<file path="src/rtl/rr_output_arbiter_if.sv">
// rtl/rr_output_arbiter_if.sv - request/grant/credit bundle between input FIFOs and one output arbiter
//
// Purpose: groups the per-output arbitration signals of one router output port.
// Signals:
//   req         [NUM_REQ]   per-input request (registered LBDR bit for this output)
//   valid       [NUM_REQ]   per-input FIFO non-empty
//   flit_id     [3*NUM_REQ] head-flit id of each input FIFO, slice i = [3i+2:3i]
//   credit_in               downstream freed one buffer slot this cycle
//   grant       [NUM_REQ]   one-hot registered grant, zero when idle
//   xbar_sel    [3]         binary index of the granted input, zero when idle
//   rd_en       [NUM_REQ]   combinational pop strobe to the granted FIFO
//   out_valid               a flit was forwarded on the previous cycle
//   credit_cnt  [3]         current downstream credit count
//   timeout_err             sticky watchdog flag
// Modports: master = router/FIFO side, slave = arbiter.

interface rr_output_arbiter_if #(
  parameter int NUM_REQ = 5
);
  logic [NUM_REQ-1:0]   req;
  logic [NUM_REQ-1:0]   valid;
  logic [3*NUM_REQ-1:0] flit_id;
  logic                 credit_in;
  logic [NUM_REQ-1:0]   grant;
  logic [2:0]           xbar_sel;
  logic [NUM_REQ-1:0]   rd_en;
  logic                 out_valid;
  logic [2:0]           credit_cnt;
  logic                 timeout_err;

  modport master (
    output req, valid, flit_id, credit_in,
    input  grant, xbar_sel, rd_en, out_valid, credit_cnt, timeout_err
  );

  modport slave (
    input  req, valid, flit_id, credit_in,
    output grant, xbar_sel, rd_en, out_valid, credit_cnt, timeout_err
  );
endinterface

</file>
<file path="src/rtl/rr_output_arbiter.sv">
// rtl/rr_output_arbiter.sv - round-robin packet-locked output arbiter with credit flow control
//
// Purpose: one instance per router output port. Picks one of NUM_REQ input FIFOs
// holding a HEADER for this output, locks the grant until that input's TAIL is
// popped, and only pops while downstream credits remain.
// Ports:
//   clk  clock
//   rst  synchronous, active-high reset
//   bus  rr_output_arbiter_if.slave (req/valid/flit_id/credit_in in;
//        grant/xbar_sel/rd_en/out_valid/credit_cnt/timeout_err out)
// Optional feature: define ARB_TIMEOUT_EN to build a watchdog that force-releases
// a lock after TIMEOUT stalled cycles and raises sticky timeout_err.

`ifndef HEADER
`define HEADER  3'b001
`endif
`ifndef PAYLOAD
`define PAYLOAD 3'b010
`endif
`ifndef TAIL
`define TAIL    3'b100
`endif

module rr_output_arbiter #(
  parameter int NUM_REQ   = 5,
  parameter int BUF_DEPTH = 4,
  parameter int TIMEOUT   = 16
) (
  input  logic              clk,
  input  logic              rst,
  rr_output_arbiter_if.slave bus
);

  typedef enum logic {
    S_IDLE   = 1'b0,
    S_LOCKED = 1'b1
  } state_t;

  state_t               state_q, state_d;
  logic [NUM_REQ-1:0]   grant_q, grant_d;
  logic [2:0]           xbar_sel_q, xbar_sel_d;
  logic [2:0]           last_q, last_d;
  logic                 out_valid_q, out_valid_d;
  logic [2:0]           credit_q, credit_d;
  logic                 timeout_err_q, timeout_err_d;

  logic [NUM_REQ-1:0]   elig;
  logic                 found;
  logic [2:0]           sel;
  logic                 g_valid;
  logic [2:0]           g_flit;
  logic                 pop;
  logic                 tail_pop;
  logic                 force_rel;

  // Eligibility: only a HEADER at the head of a requesting FIFO may win.
  always_comb begin
    elig = '0;
    for (int i = 0; i < NUM_REQ; i++) begin
      elig[i] = bus.req[i] & bus.valid[i] & (bus.flit_id[3*i +: 3] == `HEADER);
    end
  end

  // Scan last+1, last+2, ... modulo NUM_REQ; first hit wins.
  always_comb begin
    int idx;
    found = 1'b0;
    sel   = 3'd0;
    idx   = 0;
    for (int k = 1; k <= NUM_REQ; k++) begin
      idx = int'(last_q) + k;
      if (idx >= NUM_REQ) idx = idx - NUM_REQ;
      if (!found && elig[idx]) begin
        found = 1'b1;
        sel   = 3'(idx);
      end
    end
  end

  // Head-of-FIFO view of the locked input.
  always_comb begin
    g_valid = 1'b0;
    g_flit  = 3'd0;
    for (int i = 0; i < NUM_REQ; i++) begin
      if (grant_q[i]) begin
        g_valid = bus.valid[i];
        g_flit  = bus.flit_id[3*i +: 3];
      end
    end
  end

  assign pop      = (state_q == S_LOCKED) & g_valid & (credit_q != 3'd0);
  assign tail_pop = pop & (g_flit == `TAIL);

`ifdef ARB_TIMEOUT_EN
  localparam int TW = $clog2(TIMEOUT + 1);

  logic [TW-1:0] to_cnt_q, to_cnt_d;
  logic          stalled;

  // Only idle cycles with credits count; a credit stall is downstream's fault.
  assign stalled   = (state_q == S_LOCKED) & ~pop & (credit_q != 3'd0);
  assign force_rel = stalled & (to_cnt_q == TW'(TIMEOUT - 1));

  always_comb begin
    to_cnt_d = to_cnt_q;
    if (state_q != S_LOCKED || pop || force_rel) begin
      to_cnt_d = '0;
    end else if (stalled) begin
      to_cnt_d = to_cnt_q + 1'b1;
    end
  end

  always_ff @(posedge clk) begin
    if (rst) begin
      to_cnt_q <= '0;
    end else begin
      to_cnt_q <= to_cnt_d;
    end
  end
`else
  assign force_rel = 1'b0;
`endif

  // Arbitration FSM next-state and registered outputs.
  always_comb begin
    state_d       = state_q;
    grant_d       = grant_q;
    xbar_sel_d    = xbar_sel_q;
    last_d        = last_q;
    out_valid_d   = pop;
    timeout_err_d = timeout_err_q;
    case (state_q)
      S_IDLE: begin
        if (found) begin
          state_d    = S_LOCKED;
          xbar_sel_d = sel;
          for (int i = 0; i < NUM_REQ; i++) begin
            grant_d[i] = (sel == 3'(i));
          end
        end
      end
      S_LOCKED: begin
        if (tail_pop || force_rel) begin
          state_d    = S_IDLE;
          grant_d    = '0;
          xbar_sel_d = 3'd0;
          last_d     = xbar_sel_q;
        end
        if (force_rel) begin
          timeout_err_d = 1'b1;
        end
      end
      default: begin
        state_d = S_IDLE;
        grant_d = '0;
      end
    endcase
  end

  // Credit counter: a pop and a returned credit in the same cycle cancel out.
  always_comb begin
    credit_d = credit_q;
    case ({pop, bus.credit_in})
      2'b10: credit_d = credit_q - 3'd1;
      2'b01: if (credit_q != 3'(BUF_DEPTH)) credit_d = credit_q + 3'd1;
      default: credit_d = credit_q;
    endcase
  end

  always_ff @(posedge clk) begin
    if (rst) begin
      state_q       <= S_IDLE;
      grant_q       <= '0;
      xbar_sel_q    <= 3'd0;
      last_q        <= 3'(NUM_REQ - 1);
      out_valid_q   <= 1'b0;
      credit_q      <= 3'(BUF_DEPTH);
      timeout_err_q <= 1'b0;
    end else begin
      state_q       <= state_d;
      grant_q       <= grant_d;
      xbar_sel_q    <= xbar_sel_d;
      last_q        <= last_d;
      out_valid_q   <= out_valid_d;
      credit_q      <= credit_d;
      timeout_err_q <= timeout_err_d;
    end
  end

  assign bus.grant       = grant_q;
  assign bus.xbar_sel    = xbar_sel_q;
  assign bus.rd_en       = grant_q & {NUM_REQ{pop}};
  assign bus.out_valid   = out_valid_q;
  assign bus.credit_cnt  = credit_q;
  assign bus.timeout_err = timeout_err_q;

endmodule

</file>
<file path="src/flat_wrapper.sv">
// flat-port wrapper written by rule: the top's interface ports become plain ports
module rr_output_arbiter_flat 
#(
  parameter int NUM_REQ   = 5,
  parameter int BUF_DEPTH = 4,
  parameter int TIMEOUT   = 16
)
  (clk, rst, bus_req, bus_valid, bus_flit_id, bus_credit_in, bus_grant, bus_xbar_sel, bus_rd_en, bus_out_valid, bus_credit_cnt, bus_timeout_err);
  rr_output_arbiter_if #(.NUM_REQ(NUM_REQ)) bus_i ();
  input  logic clk;
  input  logic rst;
  input wire logic [$bits(bus_i.req)-1:0] bus_req;
  input wire logic [$bits(bus_i.valid)-1:0] bus_valid;
  input wire logic [$bits(bus_i.flit_id)-1:0] bus_flit_id;
  input wire logic [$bits(bus_i.credit_in)-1:0] bus_credit_in;
  output wire logic [$bits(bus_i.grant)-1:0] bus_grant;
  output wire logic [$bits(bus_i.xbar_sel)-1:0] bus_xbar_sel;
  output wire logic [$bits(bus_i.rd_en)-1:0] bus_rd_en;
  output wire logic [$bits(bus_i.out_valid)-1:0] bus_out_valid;
  output wire logic [$bits(bus_i.credit_cnt)-1:0] bus_credit_cnt;
  output wire logic [$bits(bus_i.timeout_err)-1:0] bus_timeout_err;
  assign bus_i.req = bus_req;
  assign bus_i.valid = bus_valid;
  assign bus_i.flit_id = bus_flit_id;
  assign bus_i.credit_in = bus_credit_in;
  assign bus_grant = bus_i.grant;
  assign bus_xbar_sel = bus_i.xbar_sel;
  assign bus_rd_en = bus_i.rd_en;
  assign bus_out_valid = bus_i.out_valid;
  assign bus_credit_cnt = bus_i.credit_cnt;
  assign bus_timeout_err = bus_i.timeout_err;
  rr_output_arbiter #(.NUM_REQ(NUM_REQ), .BUF_DEPTH(BUF_DEPTH), .TIMEOUT(TIMEOUT)) u_core (.clk(clk), .rst(rst), .bus(bus_i));
endmodule
</file>
<file path="config.mk">
export PLATFORM = sky130hd
export DESIGN_NAME = rr_output_arbiter_flat
export DESIGN_NICKNAME = d
export VERILOG_FILES = /design/src/rtl/rr_output_arbiter_if.sv /design/src/rtl/rr_output_arbiter.sv /design/src/flat_wrapper.sv
export SDC_FILE = /design/constraint.sdc
export NUM_CORES = 1
export LEC_CHECK = 0
export CAP_MARGIN = 5
export CORE_MARGIN = 8
export CORE_UTILIZATION = 55
export CTS_CLUSTER_DIAMETER = 60
export DETAILED_ROUTE_END_ITERATION = 7
export PLACE_DENSITY = 0.94
export SLEW_MARGIN = 25
export SYNTH_ARGS = -nofsm -noshare
export SYNTH_HDL_FRONTEND = slang
export SYNTH_SLANG_ARGS = --single-unit
</file>
<file path="constraint.sdc">
create_clock -name clk -period 7.6 [get_ports clk]
set_clock_uncertainty 0.05 [all_clocks]
set_input_delay 2.28 -clock clk [delete_from_list [all_inputs] [get_ports clk]]
set_output_delay 2.28 -clock clk [all_outputs]
set_load 0.01 [all_outputs]
</file>
==> impl_metrics.json <==
{
  "setup.worst_path.class": "in -> out",
  "p_switching_mw": 0.0481,
  "synth_top_family_by_area": "simple AND/OR/NAND/NOR gates",
  "power_mw": 0.185,
  "power.density_nw_per_um2": 76.2,
  "ant_nets": 0,
  "num_vias": 2203,
  "p_int_mw": 0.137,
  "grt_first_pass_wirelength_um": 9360,
  "cts-buffers-inserted": 3,
  "period_minus_slack_ps": 6610,
  "min_path_type": "reg -> reg",
  "drv_cap": 0,
  "rows": 21,
  "synth_area_leaders": "dfxtp_1 (17%), ha_1 (6.4%), a21oi_1 (4.4%)",
  "status": "finished, final reports clean",
  "ctsHoldBuffers": 0,
  "ctsRootBufferMaster": "clkbuf_4",
  "start_util_pct": 57.7,
  "gp_congestion": 1.05,
  "worst-path-buf-inv": 3,
  "port_buffers": 44,
  "synth_adder_area_share_pct": 8.51,
  "n_fill_cell": 271,
  "ios": 46,
  "yosys.area.top_type": "dfxtp_1",
  "synth-xor-area-share_pct": 2.26,
  "drv_slew": 0,
  "ys_types": 66,
  "ctsResizeCount": 0,
  "nNetsFinal": 336,
  "grt_pass1_vias": 2068,
  "seqCellArea_um2": 320,
  "diodes": 0,
  "synth_edf_count": 0,
  "synth_top_area_share_pct": 16.5,
  "critPathLaunchType": "input port",
  "vias_per_cell": 6.46,
  "synth-compound-area-share_pct": 29.6,
  "rsz0062_at_grt": "false",
  "layout_common_cells": "clkdlybuf4s50_1 (44), nand2_1 (19), a21oi_1 (17), nor2_1 (16), dfxtp_1 (16)",
  "cp_slowest_stage_delay_ps": 530,
  "p_leak_nw": 0.905,
  "die-area_um2": 5690,
  "h-tree-depth": 1,
  "cp_top_family": "buffers and inverters",
  "whs_ps": 427,
  "clock-sinks": 16,
  "cts_setup_buffers": 0,
  "arrival_ps": 4280,
  "path_cells": "clkdlybuf4s50_1 > nand2_1 > o211ai_1 > o211a_1 > a21oi_1 > a21oi_1 > buf_4 > and2_1 > clkdlybuf4s50_1",
  "firstDrtPassIters": 4,
  "seq_power_share_pct": 47.3,
  "layout-drive-gt1-share_pct": 6.44,
  "dp_hpwl_um": 4670,
  "synth_area_per_cell_um2": 7.61,
  "areaGrowthSynthToFinish_pct": 25.3,
  "die_y_um": 75.4,
  "ir_drop_uv": 118,
  "finalSetupTns_ps": 0,
  "synthesis.nets": 295,
  "cp_data_required_time_ps": 5270,
  "sw_frac_of_total_pct": 25.9,
  "cpMaxStageDelayCell": "clkdlybuf4s50_1",
  "cts_tree": "yes",
  "grt_use_total_pct": 20.8,
  "finalCritPeriodShare_pct": 87.0,
  "final_common_cell": "clkdlybuf4s50_1",
  "synthCells": 255,
  "final-setup-viol-count": 0,
  "die_w_um": 75.4,
  "syn_area_um2": 1940,
  "synth_seq_cells": 16,
  "yosysWarnings": 0,
  "antenna_found_initial": 0,
  "synth_mux_area_share_pct": 4.38,
  "insertion_delay_ps": 300,
  "coreArea_um2": 3360,
  "fin_util_pct": 72.3,
  "clkPwrFrac_pct": 31.3,
  "worst-r2r-setup-slack_ps": 3260,
  "synth-seq-area-share_pct": 16.5,
  "multiInputGateArea_um2": 1520,
  "drtIter0Drc": 165,
  "power_frac_comb_pct": 21.4,
  "wl_per_cell_um": 17.6,
  "async_reset_ff_share_pct": 0,
  "finalHoldViolations": 0,
  "max_freq_mhz": 151,
  "grt_max_degree": 22,
  "routed_wl_um": 6010,
  "tightest_slew_ps": 756,
  "clk_transition_reported_paths_ps": 90,
  "synthFlopType": "dfxtp_1",
  "overflow": 0,
  "relSlewSlack_pct": 49.5,
  "drc": 0,
  "endpoint_kind": "output pin",
  "cp_max_fo": 9,
  "clock_path_buffers": 2,
  "yosys.area_share.simple_pct": 33.6
}
layer usage:
layer	track usage [%]	routed length, µm	vias up	share of wire, %
li1	-	-	1042	-
met3	3.55	360	13	6.0
met1	25.6	2510	1054	42
met2	34.7	3000	94	50
met5	0	0	-	0
met4	8.74	131	0	2.2
state kept, by name (all words and copies together) (netlist names):
signal / cells
u_core.bus.xbar_sel: 3
u_core.last_q: 3
u_core.bus.credit_cnt: 3
u_core.state_q: 1
u_core.bus.out_valid: 1
u_core.bus.grant: 5
cell families after synthesis:
kind of cell               after synthesis
other                                    1
adders and majority gates               12
AOI/OAI and AO/OA                       80
xor gates and xnor gates                 5
buffers and inverters                   21
muxes                                    7
and+or+nand+nor                        113
DFF                                     16
final cells by class:
type / count / area share [%]
flip-flops and latches: 16 / 13.2
clock buffers: 4 / 1.49
multi-input cells: 218 / 62.7
inverters: 12 / 1.85
well taps: 46 / 2.37
repair buffers: 45 / 18.4
synth_stat cells, types with 4 or more instances:
master / instances
nand2b_1: 7
o211ai_1: 5
o211a_1: 5
o21ai_0: 14
a21oi_1: 17
or3_1: 5
nor2_1: 16
inv_1: 11
dfxtp_1: 16
nor2b_1: 5
nor3_1: 11
and2_1: 9
nand2_1: 19
mux2i_1: 4
o21a_1: 4
nor4bb_1: 5
ha_1: 10
a21o_1: 4
nand3_1: 12
worst reg2reg max path, delay by kind of cell, from the launching register on:
kind	cells	cell delay (ps)
flip-flops	1	820
buffers and inverters	2	550
AND/OR/NAND/NOR	5	1530
adder cells (fa/ha/maj)	1	550
AO/OA/AOI/OAI	3	740
metrics by stage:
stage	std cells	instance area, µm²	worst slack, ps
2_1_floorplan	255	1940	2000
3_3_place_gp	337	2390	1080
3_5_place_dp	337	2390	1050
4_1_cts	341	2430	987
5_1_grt	341	2430	860
6_report	341	2430	986
final timing paths:
kind	startpoint	end	cells past startpoint
min reg2reg	u_core.bus.xbar_sel[1]	u_core.last_q[1]	2
min	u_core.bus.xbar_sel[1]	u_core.last_q[1]	2
max	bus_valid[0]	bus_rd_en[0]	9
max reg2reg	u_core.last_q[0]	u_core.bus.grant[2]	11
power by group through the flow:
stage	clock network [mW]	registers [mW]	logic, mW
floorplan	0	0.0892	0.0176
global placement	0	0.0895	0.0374
detailed placement	0	0.0895	0.0385
CTS	0.0589	0.0875	0.0388
global route	0.0626	0.0878	0.0425
finish	0.0581	0.0876	0.0397
Power figures use the tool's default switching activity.
